==> config.mk <==
export PLATFORM = sky130hd
export DESIGN_NAME = stopwatch_ctrl
export DESIGN_NICKNAME = d
export VERILOG_FILES = /design/src/rtl/stopwatch_ctrl.sv
export SDC_FILE = /design/constraint.sdc
export NUM_CORES = 1
export LEC_CHECK = 0
export CELL_PAD_IN_SITES_DETAIL_PLACEMENT = 1
export CELL_PAD_IN_SITES_GLOBAL_PLACEMENT = 1
export CORE_MARGIN = 2
export CORE_UTILIZATION = 40
export DETAILED_ROUTE_END_ITERATION = 12
export PLACE_DENSITY = 0.72
export SKIP_CTS_REPAIR_TIMING = 1
export SLEW_MARGIN = 20
export SYNTH_ARGS = -nofsm -noshare
export SYNTH_HDL_FRONTEND = slang
export SYNTH_SLANG_ARGS = --single-unit
==> constraint.sdc <==
create_clock -name I_CLK -period 1.7 [get_ports I_CLK]
set_input_delay 0.51 -clock I_CLK [delete_from_list [all_inputs] [get_ports I_CLK]]
set_output_delay 0.51 -clock I_CLK [all_outputs]
set_load 0.03 [all_outputs]
==> src/rtl/stopwatch_ctrl.sv <==
// Stopwatch control: 1 ms prescaler, synchronised and debounced start/clear
// buttons, and an IDLE/RUN/PAUSE state machine that drives a timer's enables.
module stopwatch_ctrl #(
    parameter int CLK_PER_MS  = 160,
    parameter int DEBOUNCE_MS = 20
) (
    input  logic       I_CLK,
    input  logic       I_RST,
    input  logic       I_BTN_START,
    input  logic       I_BTN_CLEAR,
    output logic       O_EN_1MS,
    output logic       O_START_EN,
    output logic       O_CLEAR_EN,
    output logic [1:0] O_STATE
);

    typedef enum logic [1:0] {
        ST_IDLE  = 2'b00,
        ST_RUN   = 2'b01,
        ST_PAUSE = 2'b10
    } state_e;

    localparam logic [9:0] PRESC_MAX = 10'(CLK_PER_MS - 1);
    localparam logic [5:0] DEB_LAST  = 6'(DEBOUNCE_MS - 1);

    localparam int BTN_START = 0;
    localparam int BTN_CLEAR = 1;

    logic [9:0]      presc_q, presc_d;
    logic            en_1ms_q, en_1ms_d;
    logic [1:0]      btn_raw;
    logic [1:0]      sync1_q, sync2_q;
    logic [1:0]      stable_q, stable_d;
    logic [1:0][5:0] deb_cnt_q, deb_cnt_d;
    logic [1:0]      press;

    state_e state_q;
    logic   start_en_q;
    logic   clear_en_q;

    assign btn_raw = {I_BTN_CLEAR, I_BTN_START};

    // The tick is registered from the next prescaler value, so it is high
    // exactly while the prescaler holds CLK_PER_MS-1.
    always_comb begin
        presc_d  = (presc_q == PRESC_MAX) ? '0 : presc_q + 10'd1;
        en_1ms_d = (presc_d == PRESC_MAX);
    end

    // A press is the tick on which a low stable level is about to toggle high,
    // so the FSM reacts on the same edge that commits the new stable level.
    always_comb begin
        stable_d  = stable_q;
        deb_cnt_d = '0;
        press     = '0;
        for (int i = 0; i < 2; i++) begin
            if (sync2_q[i] != stable_q[i]) begin
                deb_cnt_d[i] = deb_cnt_q[i];
                if (en_1ms_q) begin
                    if (deb_cnt_q[i] == DEB_LAST) begin
                        stable_d[i]  = ~stable_q[i];
                        deb_cnt_d[i] = '0;
                        press[i]     = ~stable_q[i];
                    end else begin
                        deb_cnt_d[i] = deb_cnt_q[i] + 6'd1;
                    end
                end
            end
        end
    end

    // NOTE: sequential state uses non-blocking assignments only, so every
    // register samples the pre-edge values of the others (synchronizer chain).
    always_ff @(posedge I_CLK) begin
        if (I_RST) begin
            presc_q   <= '0;
            en_1ms_q  <= 1'b0;
            sync1_q   <= '0;
            sync2_q   <= '0;
            stable_q  <= '0;
            deb_cnt_q <= '0;
        end else begin
            presc_q   <= presc_d;
            en_1ms_q  <= en_1ms_d;
            sync1_q   <= btn_raw;
            sync2_q   <= sync1_q;
            stable_q  <= stable_d;
            deb_cnt_q <= deb_cnt_d;
        end
    end

    // Clear has priority over start except in RUN, where clear is ignored.
    always_ff @(posedge I_CLK) begin
        if (I_RST) begin
            state_q    <= ST_IDLE;
            start_en_q <= 1'b0;
            clear_en_q <= 1'b0;
        end else begin
            clear_en_q <= 1'b0;
            case (state_q)
                ST_IDLE: begin
                    if (press[BTN_CLEAR]) begin
                        clear_en_q <= 1'b1;
                    end else if (press[BTN_START]) begin
                        state_q    <= ST_RUN;
                        start_en_q <= 1'b1;
                    end
                end
                ST_RUN: begin
                    if (press[BTN_START]) begin
                        state_q    <= ST_PAUSE;
                        start_en_q <= 1'b0;
                    end
                end
                ST_PAUSE: begin
                    if (press[BTN_CLEAR]) begin
                        state_q    <= ST_IDLE;
                        clear_en_q <= 1'b1;
                    end else if (press[BTN_START]) begin
                        state_q    <= ST_RUN;
                        start_en_q <= 1'b1;
                    end
                end
                default: begin
                    state_q    <= ST_IDLE;
                    start_en_q <= 1'b0;
                end
            endcase
        end
    end

    assign O_EN_1MS   = en_1ms_q;
    assign O_START_EN = start_en_q;
    assign O_CLEAR_EN = clear_en_q;
    assign O_STATE    = state_q;

endmodule

After elaboration in Yosys (flattened, before gate mapping):

Index checks and enable logic that the tools add are counted.

* register bits after elaboration: 33
* logic and storage cells: 59

* add/sub/neg operators: 3
* equality and inequality tests: 12
* multiplexer cells: 19
* bitwise logic cells: 5
* reductions and logical operators: 9

Operator list (count)
* equality test 10 x 8 -> 1 bit (second input constant): 2
* adder 6 x 1 -> 6 bit (second input constant): 2
* equality test 6 x 5 -> 1 bit (second input constant): 2
* two-way mux 6 bit: 2
* adder 10 x 1 -> 10 bit (second input constant): 1
* two-way mux 1 bit: 10
* two-way mux 10 bit: 1
* AND reduction 3 bit: 3
* two-way mux 2 bit: 4
* OR reduction 2 bit: 4
* inequality test 2 bit (second input constant): 3
* case mux 2 bit (3 select lines): 1
* inverter 1 bit: 5
* equality test 2 x 1 -> 1 bit (second input constant): 1
* equality test 2 bit (second input constant): 1
* zero test 2 bit: 1
* inequality test 1 bit: 2
* inequality test 2 x 1 -> 1 bit (second input constant): 1
* case mux 1 bit (2 select lines): 1
* AND reduction 2 bit: 1

Longest topological paths before layout:

Gate-level depths: netlist of run 1.

* word-level depth: 7
* depth in mapped cells: 6
* mapped depth without buffers: 6

Worst setup path after synthesis of run 1:

Ideal clock, no wire load.

* path type: flip-flop to flip-flop
* start point: register presc_q[0]
* end point: register en_1ms_q, in the netlist O_EN_1MS
* library setup time: 0.087 ns
* arrival time: 1.320 ns
* path slack: 0.293 ns
* stages on the path, launching flop included: 7
* path buffers: 0
* period minus slack after synthesis: 1.407 ns
* cells stage by stage: dfxtp_1 ha_1 and4_4 o21a_1 o32ai_1 nand2_1 nor4b_2

* longest elaborated chain between the ends: 3
* elaborated cells on any way between the ends: 4

RTL lines
* start: declaration: line 29 `logic [9:0] presc_q, presc_d;`
* start signal: assignment: line 83 `presc_q <= presc_d;`
* adder 10 x 1 -> 10 bit or equality test 10 x 8 -> 1 bit (tied branches): line 46 `presc_d = (presc_q == PRESC_MAX) ? '0 : presc_q + 10'd1;`
* two-way mux 10 bit *: line 46
* equality test 10 x 8 -> 1 bit *: line 47 `en_1ms_d = (presc_d == PRESC_MAX);`
* end signal: assignment: line 84 `en_1ms_q <= en_1ms_d;`
* end: declaration: line 30 `logic en_1ms_q, en_1ms_d;`

Every way passes the cells marked *; elsewhere a longest branch is shown, timed or not.
A chain may end at the register's enable or synchronous reset.

Worst setup path after layout of run 1:

* start point: register en_1ms_q, in the netlist O_EN_1MS
* end point: output O_EN_1MS

RTL lines
* end: declaration: line 11 `output logic O_EN_1MS,`

No word-level cell between the ends.

==> impl_metrics.json, run 1 <==
{
  "remaining_drc_errors": 0,
  "relSlewSlack_pct": 72.4,
  "die_h_um": 64.1,
  "yosys.area.top_type": "dfxtp_1",
  "wirelength_mm": 2.79,
  "io-pin-count": 9,
  "vias_per_cell": 5.02,
  "dr.pass1.iters": 4,
  "hold_end": "sync2_q[0]",
  "final_common_cell": "dfxtp_1",
  "clockRootBuffer": "clkbuf_4",
  "ir_drop_uv": 359,
  "cts_max_level": 2,
  "synth_area_mm2": 0.00145,
  "r2r_start": "presc_q[0]",
  "finalWorstSetupSlack_ps": 79.1,
  "setup-violations-final": 0,
  "fin_nets": 176,
  "num_vias": 1074,
  "rsz0062_at_grt": "no",
  "yosysSeqAreaShare_pct": 45.7,
  "wl_per_cell_um": 13.1,
  "status": "finished clean",
  "ant_nets": 0,
  "ys_top_cells_by_area": "dfxtp_1 (46%), xor2_1 (6.1%), xnor2_1 (5.4%), nor2_1 (4.9%), nand2_1 (3.6%)",
  "hold_violations": 0,
  "fmax_mhz": 617,
  "synth_top_flop_cell": "dfxtp_1",
  "use_met2_pct": 24.5,
  "p_leak_nw": 0.650,
  "max_cap_violations": 0,
  "ctsLongestPathBuffers": 2,
  "final_cell_mix": "dfxtp_1 (32), nor2_1 (19), nand2_1 (14)",
  "drv_slew": 0,
  "num_rows": 21,
  "hold_depth": 1,
  "place_ws_ps": -89.4,
  "tightest_slew_ps": 409,
  "r2r_slack_ps": 140,
  "finalSetupTns_ps": 0,
  "grt_pass1_vias": 1092,
  "syn_inst": 152,
  "cts_made_buffers": 5,
  "grtUsageTotal_pct": 15.8,
  "synth-seq-cells": 33,
  "dpl.hpwl_mm": 2.06,
  "use_met3_pct": 4.40,
  "finClkSkew_ps": 11.8,
  "num_antenna_cells": 0,
  "overflow": 0,
  "portBuffers": 8,
  "synth_top_area_share_pct": 45.7,
  "clkLatencyLatePin_ps": 340,
  "placed_area_mm2": 0.00160,
  "finalCritPeriodShare_pct": 95.3,
  "dieArea_mm2": 0.00411,
  "layout-drive-gt1-share_pct": 14.9,
  "first_iter_violations": 36,
  "critPathCaptureType": "primary output",
  "final_util_pct": 49.2,
  "die_w_um": 64.1,
  "clkTransAtPathRegs_ps": 100,
  "worst_setup_path_start_kind": "flop",
  "nFillCells": 404,
  "antenna_found_initial": 0,
  "final_area_mm2": 0.00168,
  "worst_ep_arrival_time_ps": 1110,
  "grt_max_degree": 12,
  "min_path_type": "flop to flop",
  "core_area_mm2": 0.00342,
  "yosys_warnings": 0,
  "grt_first_pass_wirelength_mm": 4.96,
  "rr_endpoint": "O_EN_1MS",
  "use_met1_pct": 19.5,
  "path_max_fanout": 9,
  "path_class": "flop to primary output",
  "critical_path_required_ps": 1190,
  "async_reset_ff_share_pct": 0,
  "cts_sinks": 33,
  "synth-edff-count": 0,
  "power_w": 0.00140,
  "synth_nets": 160,
  "cellPowerDensity_mw_per_mm2": 832,
  "syn_area_per_cell_um2": 9.52,
  "gp_congestion": 0.754,
  "initial_core_util_pct": 42.3,
  "hp-start": "sync1_q[0]",
  "r2r_cells": 6,
  "min_period_ps": 1620,
  "syn2layout_area_growth_pct": 16.1,
  "cts_tree": "done",
  "busiest_layer": "met2",
  "ys_types": 36
}
[registers in the layout (all words and copies together), names as in the netlist, 2 cells and up]
signal     cells
deb_cnt_q     12
presc_q       10
sync2_q        2
sync1_q        2
stable_q       2
O_STATE        2
[worst max-delay path by stage]
stage	endpoint	cells past startpoint	startpoint	slack (ps)
2_1_floorplan	O_EN_1MS	6	presc_q[0]	290
3_3_place_gp	deb_cnt_q[2]	3	I_RST	-20
3_5_place_dp	O_EN_1MS	5	I_RST	-90
4_1_cts	O_STATE[1]	1	O_STATE[1]	-290
5_1_grt	O_EN_1MS	2	O_EN_1MS	5
6_report	O_EN_1MS	2	O_EN_1MS	80
[report_power, final]
part | total, W | internal [W] | switching [W]
clock | 0.000561 | 0.000299 | 0.000262
combinational | 0.0000424 | 0.0000218 | 0.0000206
sequential | 0.000793 | 0.000783 | 0.0000105
total | 0.00140 | 0.00110 | 0.000293
[logic make-up after synthesis]
| logic type | share of synthesized area, % |
|---|---|
| AND/OR/NAND/NOR | 30.1 |
| flip-flops | 45.7 |
| XOR/XNOR | 11.5 |
| AO/OA/AOI/OAI | 4.32 |
| buffers and inverters | 2.16 |
| multiplexers | 2.77 |
| adder cells (fa/ha/maj) | 3.46 |
[area by class of cell]
| class | count | area (um2) | share of cell area (%) |
|---|---|---|---|
| clock buffer | 5 | 37.5 | 2.24 |
| timing repair buffer | 13 | 125 | 7.45 |
| multi-input combinational | 113 | 754 | 44.9 |
| inverter | 2 | 7.51 | 0.447 |
| clock inverter | 2 | 35.0 | 2.09 |
| sequential | 33 | 662 | 39.4 |
| tap | 46 | 57.6 | 3.43 |
[routing by layer]
metal,vias up,wire (um)
li1,547,-
met3,8,87
met4,0,72
met5,-,0
met2,14,1310
met1,505,1320
[cells in the mapped netlist, types with 2 or more instances]
library cell  instances
inv_1                 2
nand2_1              14
ha_1                  4
and2_1                4
dfxtp_1              33
nand3b_1              2
nand4_1               6
xor2_1               10
mux2i_1               4
nor4b_2               2
xnor2_1               9
a31oi_1               3
nor2_2                5
nor2b_1               7
nor2_1               19
o21a_1                2
nand3_1               5
a21oi_1               3
[through the flow]
step	hold WS, ps	instances
final	449	214
after CTS	455	214
after floorplan	414	152
after detailed placement	428	207
after global placement	422	207
after global routing	475	214
[critical path: stages (launching register included)]
cell and delay [ps]:
dfxtp_2 430, buf_4 170, buf_4 160
No activity file was read; power rests on OpenSTA's default activity.
==> run 2: changes to the inputs <==
CORE_MARGIN = unset   (was 2)
==> run 2 against run 1 <==
  * Clock power shrank 26%
  * Worst hold slack is essentially flat
  * Core utilization grew 0.23 points
  * Power shrank 10%
  * Register-to-register slack lost 40 ps
  * Flip-flop and latch count is the same
  * Maximum frequency grew 1.1%
  * Largest power group unchanged
  * Sequential power is essentially flat
  * Worst setup slack gained 18 ps
  * Final cell count grew 1.4%
  * Global-route usage grew 1.9 points
==> impl_metrics.json, run 2 (synthesized netlist as in run 1, its figures left out) <==
{
  "final_common_cell": "dfxtp_1",
  "internal_power_w": 0.000964,
  "relSlewSlack_pct": 76.7,
  "largest_register_ffs": 12,
  "dr.pass1.iters": 4,
  "io-pin-count": 9,
  "cellPowerDensity_mw_per_mm2": 750,
  "cts_made_buffers": 5,
  "instances_no_fill": 217,
  "finalSetupTns_ps": 0,
  "first_iter_violations": 25,
  "clkLatencyLatePin_ps": 330,
  "ir_drop_uv": 434,
  "core_area_mm2": 0.00339,
  "tightest_slew_ps": 345,
  "vias_per_cell": 5.07,
  "num_vias": 1101,
  "cts_sinks": 33,
  "portBuffers": 8,
  "gp_congestion": 0.753,
  "path_max_fanout": 5,
  "num_antenna_cells": 0,
  "max_cap_violations": 0,
  "cts_max_level": 2,
  "drv_slew": 0,
  "p_sw_share_pct": 23.2,
  "grt_pass1_vias": 1187,
  "syn2layout_area_growth_pct": 15.7,
  "p_leak_nw": 0.649,
  "clockPowerShare_pct": 33.1,
  "worst_setup_path_start_kind": "flop",
  "pwr-share-comb_pct": 3.6,
  "critical_path_required_ps": 1940,
  "num_rows": 21,
  "final_util_pct": 49.4,
  "dp.cells": 209,
  "clockRootBuffer": "clkbuf_4",
  "final_cell_mix": "dfxtp_1 (33), nor2_1 (19), nand2_1 (14)",
  "overflow": 0,
  "grt_max_degree": 11,
  "p_sw_w": 0.000291,
  "min_path_type": "flop to flop",
  "ctsLongestPathBuffers": 2,
  "dieArea_mm2": 0.00386,
  "nFillCells": 395,
  "min_period_ps": 1600,
  "remaining_drc_errors": 0,
  "ant_nets": 0,
  "die_h_um": 62.1,
  "regMostFlops": "deb_cnt_q",
  "antenna_found_initial": 0,
  "grtUsageTotal_pct": 17.7,
  "wirelength_mm": 3.03,
  "status": "finished clean",
  "cts_tree": "done",
  "finalCritPeriodShare_pct": 94.3,
  "fmax_mhz": 624,
  "initial_core_util_pct": 42.7,
  "setup-violations-final": 0,
  "critPathCaptureType": "flop",
  "path_class": "flop to flop",
  "layout-drive-gt1-share_pct": 15.8,
  "hold_violations": 0,
  "largestRegisters": "deb_cnt_q: 12 flops, presc_q: 10 flops",
  "rsz0062_at_grt": "no",
  "seqPwrFrac_pct": 63.3,
  "worst_ep_arrival_time_ps": 1840,
  "dpl.hpwl_mm": 2.28,
  "grt_first_pass_wirelength_mm": 5.32,
  "fin_nets": 178,
  "finClkSkew_ps": 9.56,
  "clkTransAtPathRegs_ps": 100,
  "die_w_um": 62.1,
  "wl_per_cell_um": 14.0
}
run 2: power groups by stage:
stage | logic [W] | clock network [W] | registers, W
global route | 0.0000514 | 0.000476 | 0.000796
finish | 0.0000457 | 0.000415 | 0.000794
detailed placement | 0.0000457 | 0 | 0.000811
CTS | 0.0000461 | 0.000437 | 0.000794
global placement | 0.0000441 | 0 | 0.000810
floorplan | 0.0000263 | 0 | 0.000809
run 2: critical path: stages (launching register included):
cell     delay, ps
dfxtp_1        430
ha_2           240
and4_4         270
nand2_1         90
o32ai_1        130
nand2_1        120
nor4b_2        230
run 2: cell type report:
| class | instances | area (um2) | share of cell area (%) |
|---|---|---|---|
| clock buffer | 6 | 41.3 | 2.47 |
| inverter | 2 | 7.51 | 0.448 |
| multi-input combinational | 113 | 757 | 45.2 |
| sequential | 33 | 661 | 39.5 |
| timing repair buffer | 15 | 140 | 8.37 |
| tap | 46 | 57.6 | 3.44 |
| clock inverter | 2 | 10.0 | 0.598 |
run 2: through the flow:
step           total power, W  worst slack (ps)  instance area [um2]  hold WS (ps)
4_1_cts               0.00128              -247                 1660           453
6_report              0.00126              97.1                 1670           449
3_3_place_gp         0.000855             -16.8                 1610           418
5_1_grt               0.00132              20.8                 1670           467
3_5_place_dp         0.000857             -93.3                 1610           430
2_1_floorplan        0.000835               293                 1450           414
run 2: per-layer routing:
metal  track usage [%]  up-vias  share of wire, %  wire [um]
met5                 0        -                 0          0
li1                  -      546                 -          -
met4              6.10        0               1.0         31
met2              32.1        9                53       1590
met3              6.07        5               2.6         80
met1              18.9      541                44       1330
run 2: worst paths after layout:
kind	cells after the start	slack, ps	to	start
setup / recovery	6	100	O_EN_1MS	presc_q[1]
hold / removal	1	450	sync2_q[1]	sync1_q[1]
hold reg to reg	1	450	sync2_q[1]	sync1_q[1]
setup reg to reg	6	100	O_EN_1MS	presc_q[1]
